`src/rtl/alu_pkg.sv`:
```
// Shared definitions for the 5-bit ALU and the round-robin scheduler that feeds it.
package alu_pkg;

   localparam int DATA_W = 5;
   localparam int OP_W   = 3;

   typedef enum logic [OP_W-1:0] {
      OP_ADD = 3'b000,
      OP_SUB = 3'b001,
      OP_MUL = 3'b010,
      OP_AND = 3'b011,
      OP_OR  = 3'b100
   } alu_op_e;

   typedef enum logic [1:0] {
      S_IDLE,
      S_EXEC,
      S_RESP
   } sched_state_e;

   // Codes above OP_OR have no ALU function and are flagged as errors.
   function automatic logic isIllegalOp(input logic [OP_W-1:0] op);
      return (op > OP_OR);
   endfunction

endpackage

```
`src/rtl/alu_rr_scheduler_if.sv`:
```
// Request/response bundle between the client blocks and the ALU scheduler.
interface alu_rr_scheduler_if import alu_pkg::*; #(
   parameter int NUM_REQ = 4,
   parameter int ID_W    = $clog2(NUM_REQ)
) ();

   logic [NUM_REQ-1:0]             req_valid;
   logic [NUM_REQ-1:0]             req_ready;
   logic [NUM_REQ-1:0][DATA_W-1:0] req_a;
   logic [NUM_REQ-1:0][DATA_W-1:0] req_b;
   logic [NUM_REQ-1:0][OP_W-1:0]   req_op;
   logic                           rsp_valid;
   logic                           rsp_ready;
   logic [ID_W-1:0]                rsp_id;
   logic [DATA_W-1:0]              rsp_result;
   logic                           rsp_err;
   logic                           busy;

   modport master (
      output req_valid, req_a, req_b, req_op, rsp_ready,
      input  req_ready, rsp_valid, rsp_id, rsp_result, rsp_err, busy
   );

   modport slave (
      input  req_valid, req_a, req_b, req_op, rsp_ready,
      output req_ready, rsp_valid, rsp_id, rsp_result, rsp_err, busy
   );

endinterface

```
`src/rtl/alu_rr_scheduler_alu.sv`:
```
// Combinational 5-bit ALU; every result wraps modulo 32, unknown opcodes give zero.
module ALU_5bit import alu_pkg::*; (
   input  logic [DATA_W-1:0] a_i,
   input  logic [DATA_W-1:0] b_i,
   input  logic [OP_W-1:0]   op_i,
   output logic [DATA_W-1:0] y_o
);

   always_comb begin
      y_o = '0;
      case (op_i)
         OP_ADD:  y_o = a_i + b_i;
         OP_SUB:  y_o = a_i - b_i;
         OP_MUL:  y_o = a_i * b_i;
         OP_AND:  y_o = a_i & b_i;
         OP_OR:   y_o = a_i | b_i;
         default: y_o = '0;
      endcase
   end

endmodule

```
`src/rtl/alu_rr_scheduler.sv`:
```
// Round-robin scheduler sharing one ALU_5bit among NUM_REQ requesters,
// one operation in flight at a time (IDLE -> EXEC -> RESP).
module alu_rr_scheduler import alu_pkg::*; #(
   parameter int NUM_REQ = 4,
   parameter int ID_W    = $clog2(NUM_REQ)
) (
   input  logic              clk,
   input  logic              rst_n,
   alu_rr_scheduler_if.slave bus
);

   sched_state_e      state_q, state_d;
   logic [ID_W-1:0]   rrPtr_q, rrPtr_d;
   logic [DATA_W-1:0] opA_q, opB_q, result_q;
   logic [OP_W-1:0]   opCode_q;
   logic [ID_W-1:0]   id_q;
   logic              err_q;
   logic [ID_W-1:0]   grantIdx;
   logic [ID_W-1:0]   scanIdx;
   logic              grantFound;
   logic              accept;
   logic [DATA_W-1:0] aluY;

   // First valid requester at or after rrPtr_q, wrapping modulo NUM_REQ.
   always_comb begin
      grantFound = 1'b0;
      grantIdx   = '0;
      scanIdx    = '0;
      for (int k = 0; k < NUM_REQ; k++) begin
         scanIdx = ID_W'((int'(rrPtr_q) + k) % NUM_REQ);
         if (!grantFound && bus.req_valid[scanIdx]) begin
            grantFound = 1'b1;
            grantIdx   = scanIdx;
         end
      end
   end

   assign accept = (state_q == S_IDLE) && grantFound && rst_n;

   always_comb begin
      bus.req_ready = '0;
      if (accept) begin
         bus.req_ready[grantIdx] = 1'b1;
      end
   end

   always_comb begin
      rrPtr_d = rrPtr_q;
      if (accept) begin
         rrPtr_d = ID_W'((int'(grantIdx) + 1) % NUM_REQ);
      end
   end

   always_comb begin
      state_d = state_q;
      case (state_q)
         S_IDLE:  if (accept) state_d = S_EXEC;
         S_EXEC:  state_d = S_RESP;
         S_RESP:  if (bus.rsp_ready) state_d = S_IDLE;
         default: state_d = S_IDLE;
      endcase
   end

   always_ff @(posedge clk or negedge rst_n) begin
      if (!rst_n) begin
         state_q <= S_IDLE;
         rrPtr_q <= '0;
      end else begin
         state_q <= state_d;
         rrPtr_q <= rrPtr_d;
      end
   end

   // The ALU only ever sees the captured operands, never the live request bus.
   always_ff @(posedge clk or negedge rst_n) begin
      if (!rst_n) begin
         opA_q    <= '0;
         opB_q    <= '0;
         opCode_q <= '0;
         id_q     <= '0;
         result_q <= '0;
         err_q    <= 1'b0;
      end else begin
         if (accept) begin
            opA_q    <= bus.req_a[grantIdx];
            opB_q    <= bus.req_b[grantIdx];
            opCode_q <= bus.req_op[grantIdx];
            id_q     <= grantIdx;
         end
         if (state_q == S_EXEC) begin
            result_q <= aluY;
            err_q    <= isIllegalOp(opCode_q);
         end
      end
   end

   ALU_5bit uAlu (
      .a_i  (opA_q),
      .b_i  (opB_q),
      .op_i (opCode_q),
      .y_o  (aluY)
   );

   assign bus.rsp_valid  = (state_q == S_RESP);
   assign bus.busy       = (state_q != S_IDLE);
   assign bus.rsp_id     = id_q;
   assign bus.rsp_result = result_q;
   assign bus.rsp_err    = err_q;

endmodule

```
`src/flat_wrapper.sv`:
```
// flat-port wrapper written by rule: the top's interface ports become plain ports
module alu_rr_scheduler_flat import alu_pkg::*;
#(
   parameter int NUM_REQ = 4,
   parameter int ID_W    = $clog2(NUM_REQ)
)
  (clk, rst_n, bus_req_valid, bus_req_a, bus_req_b, bus_req_op, bus_rsp_ready, bus_req_ready, bus_rsp_valid, bus_rsp_id, bus_rsp_result, bus_rsp_err, bus_busy);
  alu_rr_scheduler_if #(.NUM_REQ(NUM_REQ), .ID_W(ID_W)) bus_i ();
  input  logic clk;
  input  logic rst_n;
  input wire logic [$bits(bus_i.req_valid)-1:0] bus_req_valid;
  input wire logic [$bits(bus_i.req_a)-1:0] bus_req_a;
  input wire logic [$bits(bus_i.req_b)-1:0] bus_req_b;
  input wire logic [$bits(bus_i.req_op)-1:0] bus_req_op;
  input wire logic [$bits(bus_i.rsp_ready)-1:0] bus_rsp_ready;
  output wire logic [$bits(bus_i.req_ready)-1:0] bus_req_ready;
  output wire logic [$bits(bus_i.rsp_valid)-1:0] bus_rsp_valid;
  output wire logic [$bits(bus_i.rsp_id)-1:0] bus_rsp_id;
  output wire logic [$bits(bus_i.rsp_result)-1:0] bus_rsp_result;
  output wire logic [$bits(bus_i.rsp_err)-1:0] bus_rsp_err;
  output wire logic [$bits(bus_i.busy)-1:0] bus_busy;
  assign bus_i.req_valid = bus_req_valid;
  assign bus_i.req_a = bus_req_a;
  assign bus_i.req_b = bus_req_b;
  assign bus_i.req_op = bus_req_op;
  assign bus_i.rsp_ready = bus_rsp_ready;
  assign bus_req_ready = bus_i.req_ready;
  assign bus_rsp_valid = bus_i.rsp_valid;
  assign bus_rsp_id = bus_i.rsp_id;
  assign bus_rsp_result = bus_i.rsp_result;
  assign bus_rsp_err = bus_i.rsp_err;
  assign bus_busy = bus_i.busy;
  alu_rr_scheduler #(.NUM_REQ(NUM_REQ), .ID_W(ID_W)) u_core (.clk(clk), .rst_n(rst_n), .bus(bus_i));
endmodule
```
`config.mk`:
```
export PLATFORM = sky130hd
export DESIGN_NAME = alu_rr_scheduler_flat
export DESIGN_NICKNAME = d
export VERILOG_FILES = /design/src/rtl/alu_pkg.sv /design/src/rtl/alu_rr_scheduler_if.sv /design/src/rtl/alu_rr_scheduler_alu.sv /design/src/rtl/alu_rr_scheduler.sv /design/src/flat_wrapper.sv
export SDC_FILE = /design/constraint.sdc
export NUM_CORES = 1
export LEC_CHECK = 0
export ABC_CLOCK_PERIOD_IN_PS = 3770
export CAP_MARGIN = 20
export CELL_PAD_IN_SITES_DETAIL_PLACEMENT = 0
export CELL_PAD_IN_SITES_GLOBAL_PLACEMENT = 2
export CORE_ASPECT_RATIO = 1.25
export CORE_MARGIN = 5
export CORE_UTILIZATION = 28
export DETAILED_ROUTE_END_ITERATION = 10
export GPL_TIMING_DRIVEN = 0
export PLACE_DENSITY = 0.87
export SLEW_MARGIN = 20
export SYNTH_ARGS = -nofsm -noshare
export SYNTH_HDL_FRONTEND = slang
export SYNTH_SLANG_ARGS = --single-unit
```
`constraint.sdc`:
```
create_clock -name clk -period 3.77 [get_ports clk]
set_clock_uncertainty 0.05 [all_clocks]
set_input_delay 0.377 -clock clk [delete_from_list [all_inputs] [get_ports clk]]
set_output_delay 0.377 -clock clk [all_outputs]
set_load 0.01 [all_outputs]
```
==> results of run 1 <==
-- worst max-delay path, delay by kind of cell (launching register included) --
kind	cells	cell delay [ps]
buf+inv	1	50
fa+ha+maj	4	1510
compound gates	1	130
simple gates	2	560
xor+xnor	3	730
flops	1	510
-- placed cells by master, fill, tap and decap left out, drive strengths merged, types with 3 or more instances in the layout --
| master | count |
|---|---|
| a21oi | 7 |
| a31oi | 3 |
| and2 | 11 |
| buf | 8 |
| clkbuf | 7 |
| clkdlybuf4s50 | 71 |
| dfrtp | 25 |
| fa | 3 |
| ha | 17 |
| inv | 13 |
| mux2i | 28 |
| nand2 | 34 |
| nand2b | 5 |
| nor2 | 14 |
| nor2b | 5 |
| o211ai | 3 |
| o21ai | 7 |
| o221ai | 13 |
| or3 | 3 |
| xnor2 | 5 |
| xnor3 | 3 |
| xor2 | 3 |
-- cell families (layout without fill, tap and decap cells) --
logic type | Yosys count | in the layout | share of synthesized area
buf+inv | 24 | 100 | 0.06891
flops | 25 | 25 | 0.2756
fa+ha+maj | 20 | 20 | 0.1202
simple gates | 80 | 80 | 0.1703
xor+xnor | 11 | 11 | 0.06064
compound gates | 46 | 46 | 0.1808
mux | 28 | 28 | 0.1235
-- state kept, by name (all words and copies together), names as in the netlist --
register	cells
u_core.opA_q	5
u_core.bus.rsp_id	2
u_core.rrPtr_q	2
u_core.state_q	2
u_core.bus.rsp_result	5
u_core.opCode_q	3
u_core.bus.rsp_err	1
u_core.opB_q	5
-- worst max-delay path by stage --
stage,endpoint,slack (ps)
final,u_core.bus.rsp_result[4],170
after global placement,u_core.bus.rsp_result[4],240
after floorplan,u_core.bus.rsp_result[4],430
after detailed placement,u_core.bus.rsp_result[4],180
after CTS,u_core.bus.rsp_result[4],160
after global routing,u_core.bus.rsp_result[4],40
-- layer usage --
| metal | wire [um] | GRT usage | vias to the layer above |
|---|---|---|---|
| met1 | 2476 | 0.1421 | 934 |
| met4 | 61 | 0.02781 | 0 |
| met3 | 295 | 0.02105 | 6 |
| met5 | 0 | 0 | - |
| met2 | 3228 | 0.2327 | 48 |
| li1 | - | - | 979 |
-- power by group through the flow --
stage | sequential [mW] | combinational, mW | clock [mW]
3_5_place_dp | 0.551 | 1.62 | 0
3_3_place_gp | 0.547 | 1.61 | 0
5_1_grt | 0.568 | 1.81 | 0.175
6_report | 0.541 | 1.61 | 0.163
4_1_cts | 0.544 | 1.64 | 0.166
2_1_floorplan | 0.516 | 1.17 | 0
-- cell type report --
class	instances	area (um^2)	area share
buffer	11	95.09	0.03018
clock buffer	3	41.29	0.01311
clock inverter	1	5.005	0.001589
inverter	13	61.31	0.01946
multi-input combinational	185	1488	0.4722
sequential	25	625.6	0.1986
tap	95	118.9	0.03773
timing repair buffer	72	715.7	0.2272
-- stage by stage --
stage                     instance area, um^2  std cells  utilization  power [mW]
after global routing                     3151        405       0.4020       2.557
after floorplan                          2270        234            -       1.683
after detailed placement                 3104        401       0.3961       2.175
after CTS                                3151        405       0.4020       2.347
after global placement                   3109        401       0.3967       2.152
final                                    3151        405       0.4020       2.316
==> metrics.md, run 1 <==
| Metric | Value |
|---|---|
| Crit-path cells | `and2_1, ha_1, ha_1, inv_1, fa_1, fa_1, xor2_1, xnor3_1, xnor3_1, or3_1, a21oi_1` |
| Cell with the most instances after synthesis | `nand2_1` |
| Initial DRC count | `100` |
| Synth Net Count | `313` |
| Diodes inserted | `0` |
| Pre-CTS setup slack | `176.3 ps` |
| Port buffer count | `72` |
| Fin crit share | `0.9559` |
| Number of top-level pins | `73` |
| TritonCTS clock tree | `yes` |
| Worst-path cell with the longest stage delay | `dfrtp_1` |
| Reg2Reg Depth | `11` |
| Worst setup path start | `u_core.opA_q[1]` |
| Pleak | `1.391 nW` |
| Setup TNS | `0 ps` |
| Detailed Route WL | `6.062 mm` |
| Later-pin clock latency in the skew report | `270 ps` |
| Core ar. | `7838 um^2` |
| # H-tree levels | `1` |
| CTS root buffer | `clkbuf_8` |
| Wire per inst | `14.97 um` |
| Synth top area cells | `dfrtp_1 28%, mux2i_1 12%, ha_1 9.4%, o221ai_2 6.0%, nand2_1 5.6%` |
| Hold Fails Final Rpt | `0` |
| Crit path time final | `between 3000 and 4000 ps` |
| Ratio of cells with drive above 1 in the final layout | `0.09032` |
| FFs w/ async S/R, synth | `1.000` |
| Largest net degree at the start of global routing | `27` |
| Post-synth EDFFs | `0` |
| Leading area contributor after synthesis | `dfrtp_1` |
| Min setup slack post-route | `around 170 ps` |
| Fill cells | `848` |
| Post CTS Setup Buffer Count | `0` |
| Nets | `a little under 400` |
| Number of detailed-route iterations in the first pass | `4` |
| Synthesized area | `around 2300 um^2` |
| Synth cell types | `46` |
| Worst r2r src | `u_core.opA_q[1]` |
| FF-to-FF End | `u_core.bus.rsp_result[4]` |
| Post-DRT Antenna Nets | `0` |
| DR vias | `approximately 2.0k` |
| Hpwl dp | `4.992 mm` |
| Die Height | `110.7 um` |
| Slew Viols, Final | `0` |
| Synth top area share | `0.2756` |
| Max-Cap Viols | `0` |
| Slew headroom | `0.5874` |
| Crit Path Category | `reg -> reg` |
| Gr ovfl total | `0` |
| Net Sw Frac | `0.4372` |
| Worst-path clk slew | `~90 ps` |
| Hold-fix buffers, CTS | `0` |
| Starting Density | `0.2896` |
| Initial antenna violation count | `0` |
| Register area share after synthesis | `0.2756` |
| Top post-synthesis cells by count | `34 x nand2_1, 28 x mux2i_1, 25 x dfrtp_1` |
| Top_reg_cell synth | `dfrtp_1` |
| Global-route wire length before repair | `between 10 and 15 mm` |
| Peak VDD IR | `0.2753 mV` |
| Power per cell area | `735.2 nW/um^2` |
| Slowest stage delay, CP | `510 ps` |
| Comb power frac | `0.696` |
| Yosys reg bits | `25` |
| Worst R2R Setup Slack | `170 ps` |
| Max Freq | `0.2775 GHz` |
| Startpoint type of the worst setup path | `flip-flop` |
| Psw | `1.013 mW` |
| Gate Count Post-Synth | `234` |
| Sequential Power Share | `0.234` |
| Area grow syn2layout | `38.81%` |
| GR Util All Layers | `0.1233` |
| Vias in the first global route | `around 2.2k` |
| Routability cong. | `0.7700` |
| Setup Viol. Count Final | `0` |
| Vias/cell | `between 4 and 5` |
| Internal power | `1.304 mW` |
| Total clock sinks | `25` |
| Status | `finished clean` |
| Syn avg cell area | `about 9.7 um^2` |
| Crit-path max FO | `8` |
| Clock Power Share | `0.070` |
| DRC | `0` |
| Post-CTS sizing | `0` |
| Clock buffer depth | `2` |
| Std cell rows | `36` |
| CP required | `3920 ps` |
| Hold Path Class | `in -> async` |
| Die Span X | `90.53 um` |
| Endpoint class of the critical path | `flip-flop` |
| Worst Hold Margin | `about 57 ps` |
| Yosys warns | `0` |
| WP data arrival | `3750 ps` |
| Die footprint | `between 10000 and 15000 um^2` |
| RSZ-0062 raised after global routing | `false` |
| Tightest Pin Transition | `roughly 620 ps` |
| Cts bufs inserted | `3` |
(Power assumes the default switching activity.)
==> run 2: changes to the inputs <==
--- a/config.mk
+++ b/config.mk
@@ -14,7 +14,7 @@
 export CORE_UTILIZATION = 28
 export DETAILED_ROUTE_END_ITERATION = 10
 export GPL_TIMING_DRIVEN = 0
-export PLACE_DENSITY = 0.87
+export PLACE_DENSITY = 0.88
 export SLEW_MARGIN = 20
 export SYNTH_ARGS = -nofsm -noshare
 export SYNTH_HDL_FRONTEND = slang
==> run 2 against run 1 <==
First-iteration DRC count is 2.0% lower. Register-to-register slack better by 30 ps. Critical path type unchanged. Critical endpoint unchanged. Sequential power hardly changed.
==> metrics.md, run 2 (synthesis gave the netlist of run 1 again) <==
| Metric | Value |
|---|---|
| Status | `finished clean` |
| Area post-placement | `3104 um^2 (unchanged)` |
| Pleak | `1.388 nW (-0.20%)` |
| Worst-path clk slew | `90 ps (about the same)` |
| Slew headroom | `0.5802 (-0.007128)` |
| # H-tree levels | `1 (unchanged)` |
| Most common cell after layout, fill and taps aside | `clkdlybuf4s50_1` |
| Nets | `390 (unchanged)` |
| Endpoint class of the critical path | `flip-flop` |
| Ratio of cells with drive above 1 in the final layout | `0.08710 (-0.003226)` |
| Std cell rows | `36 (unchanged)` |
| GR Util All Layers | `0.1142 (-0.009144)` |
| Worst R2R Setup Slack | `200 ps (+30 ps)` |
| Slowest stage delay, CP | `500 ps (about the same)` |
| Port buffer count | `72 (unchanged)` |
| Hold Fails Final Rpt | `0 (unchanged)` |
| Post CTS Setup Buffer Count | `0 (unchanged)` |
| Worst-path cell with the longest stage delay | `dfrtp_1` |
| Number of detailed-route iterations in the first pass | `4 (unchanged)` |
| Setup Viol. Count Final | `0 (unchanged)` |
| Multi-input logic area | `1488 um^2 (unchanged)` |
| Initial antenna violation count | `0 (unchanged)` |
| Slew Viols, Final | `0 (unchanged)` |
| Tightest Pin Transition | `629.6 ps (+10.69 ps)` |
| Inst Count DP | `401 (unchanged)` |
| Max Freq | `0.2802 GHz (+0.96%)` |
| RSZ-0062 raised after global routing | `false` |
| Non-filler cells, final | `405 (unchanged)` |
| Final instance area | `3149 um^2 (about the same)` |
| Worst Hold Margin | `65.32 ps (+8.425 ps)` |
| Wire per inst | `14.33 um (-4.3%)` |
| Fin crit share | `0.9468 (-0.009082)` |
| Clock buffer depth | `2 (unchanged)` |
| Diodes inserted | `0 (unchanged)` |
| WP data arrival | `3720 ps (-30 ps)` |
| Post-DRT Antenna Nets | `0 (unchanged)` |
| Area grow syn2layout | `38.75% (about the same)` |
| Starting Density | `0.2896 (unchanged)` |
| Detailed Route WL | `5.802 mm (-4.3%)` |
| Register area | `625.6 um^2 (unchanged)` |
| Most frequent cells in the layout | `71 x clkdlybuf4s50_1, 34 x nand2_1, 28 x mux2i_1` |
| CTS root buffer | `clkbuf_8` |
| Crit path time final | `3569 ps (-34.24 ps)` |
| Later-pin clock latency in the skew report | `270 ps (about the same)` |
| Hold-fix buffers, CTS | `0 (unchanged)` |
| Post-CTS sizing | `0 (unchanged)` |
| TritonCTS clock tree | `yes` |
| Reg2Reg Depth | `11 (unchanged)` |
| Worst r2r src | `u_core.opA_q[1]` |
| Crit Path Category | `reg -> reg` |
| Die Span X | `90.53 um (unchanged)` |
| Largest net degree at the start of global routing | `27 (unchanged)` |
| Startpoint type of the worst setup path | `flip-flop` |
| Vias/cell | `4.783 (-1.5%)` |
| Routability cong. | `0.8138 (+5.7%)` |
| Peak VDD IR | `0.2497 mV (-9.3%)` |
| Gr ovfl total | `0 (unchanged)` |
| DR vias | `1937 (-1.5%)` |
| Global-route wire length before repair | `9.804 mm (-6.1%)` |
| Power per cell area | `728.3 nW/um^2 (-0.93%)` |
| FF-to-FF End | `u_core.bus.rsp_result[4]` |
| CP required | `3920 ps (about the same)` |
| Hpwl dp | `4.811 mm (-3.6%)` |
| Vias in the first global route | `2093 (-5.9%)` |
| Crit-path cells | `and2_1, ha_1, ha_1, inv_1, fa_1, fa_1, xor2_1, xnor3_1, xnor3_1, or3_1, a21oi_1` |
| Crit-path max FO | `8 (unchanged)` |
| Initial DRC count | `98 (-2.0%)` |
| Setup TNS | `0 ps (unchanged)` |
| Cts bufs inserted | `3 (unchanged)` |
| Core ar. | `7838 um^2 (unchanged)` |
| DRC | `0 (unchanged)` |
| Die footprint | `10020 um^2 (unchanged)` |
| Number of top-level pins | `73 (unchanged)` |
| Total clock sinks | `25 (unchanged)` |
| Die Height | `110.7 um (unchanged)` |
| Fill cells | `849 (+0.12%)` |
| Max-Cap Viols | `0 (unchanged)` |
| Hold Path Class | `in -> async` |
[run 2: cell types whose count changed in the layout (fill, tap and decap cells not counted), sizes merged]
cell    previous run  this run
clkinv             1         0
clkbuf             7         8
[run 2: power breakdown]
group          switching, mW  internal (mW)
sequential             0.148          0.394
combinational          0.759          0.833
clock                 0.0851         0.0756
total                  0.992           1.30
[run 2: metrics by stage]
| step | power [mW] | setup WS (ps) | util |
|---|---|---|---|
| after global placement | 2.148 | 211.6 | 0.3967 |
| after floorplan | 1.683 | 430.7 | - |
| after detailed placement | 2.163 | 191.1 | 0.3961 |
| after CTS | 2.334 | 164.1 | 0.4018 |
| final | 2.294 | 200.7 | 0.4018 |
| after global routing | 2.534 | 30.23 | 0.4018 |
[run 2: metal layers]
layer / global-route usage / vias up / share of wire
li1: - / 980 / -
met1: 0.1345 / 907 / 0.43
met2: 0.2147 / 44 / 0.52
met3: 0.01833 / 6 / 0.041
met4: 0.02185 / 0 / 0.010
met5: 0 / - / 0
[run 2: critical path, delay by kind of cell, from the launching register on]
kind / cells / cell delay (ps)
flip-flops: 1 / 500
adder cells (fa/ha/maj): 4 / 1490
AND/OR/NAND/NOR: 2 / 550
AO/OA/AOI/OAI: 1 / 130
buffers and inverters: 1 / 50
XOR/XNOR: 3 / 730
[run 2: final cells by class]
| class | instances | share of cell area |
|---|---|---|
| plain buffers | 11 | 0.03019 |
| clock buffers | 4 | 0.01430 |
| inverters | 13 | 0.01947 |
| multi-input cells | 185 | 0.4724 |
| flip-flops and latches | 25 | 0.1986 |
| well taps | 95 | 0.03774 |
| repair buffers | 72 | 0.2273 |
[run 2: worst max path at each step]
stage                         start  slack [ps]  cells past startpoint                        to
finish              u_core.opA_q[1]         200                     11  u_core.bus.rsp_result[4]
global route        u_core.opA_q[1]          30                     11  u_core.bus.rsp_result[4]
CTS                 u_core.opA_q[1]         160                     11  u_core.bus.rsp_result[4]
detailed placement  u_core.opA_q[1]         190                     11  u_core.bus.rsp_result[4]
global placement    u_core.opA_q[1]         210                     11  u_core.bus.rsp_result[4]
floorplan           u_core.opB_q[3]         430                     12  u_core.bus.rsp_result[4]
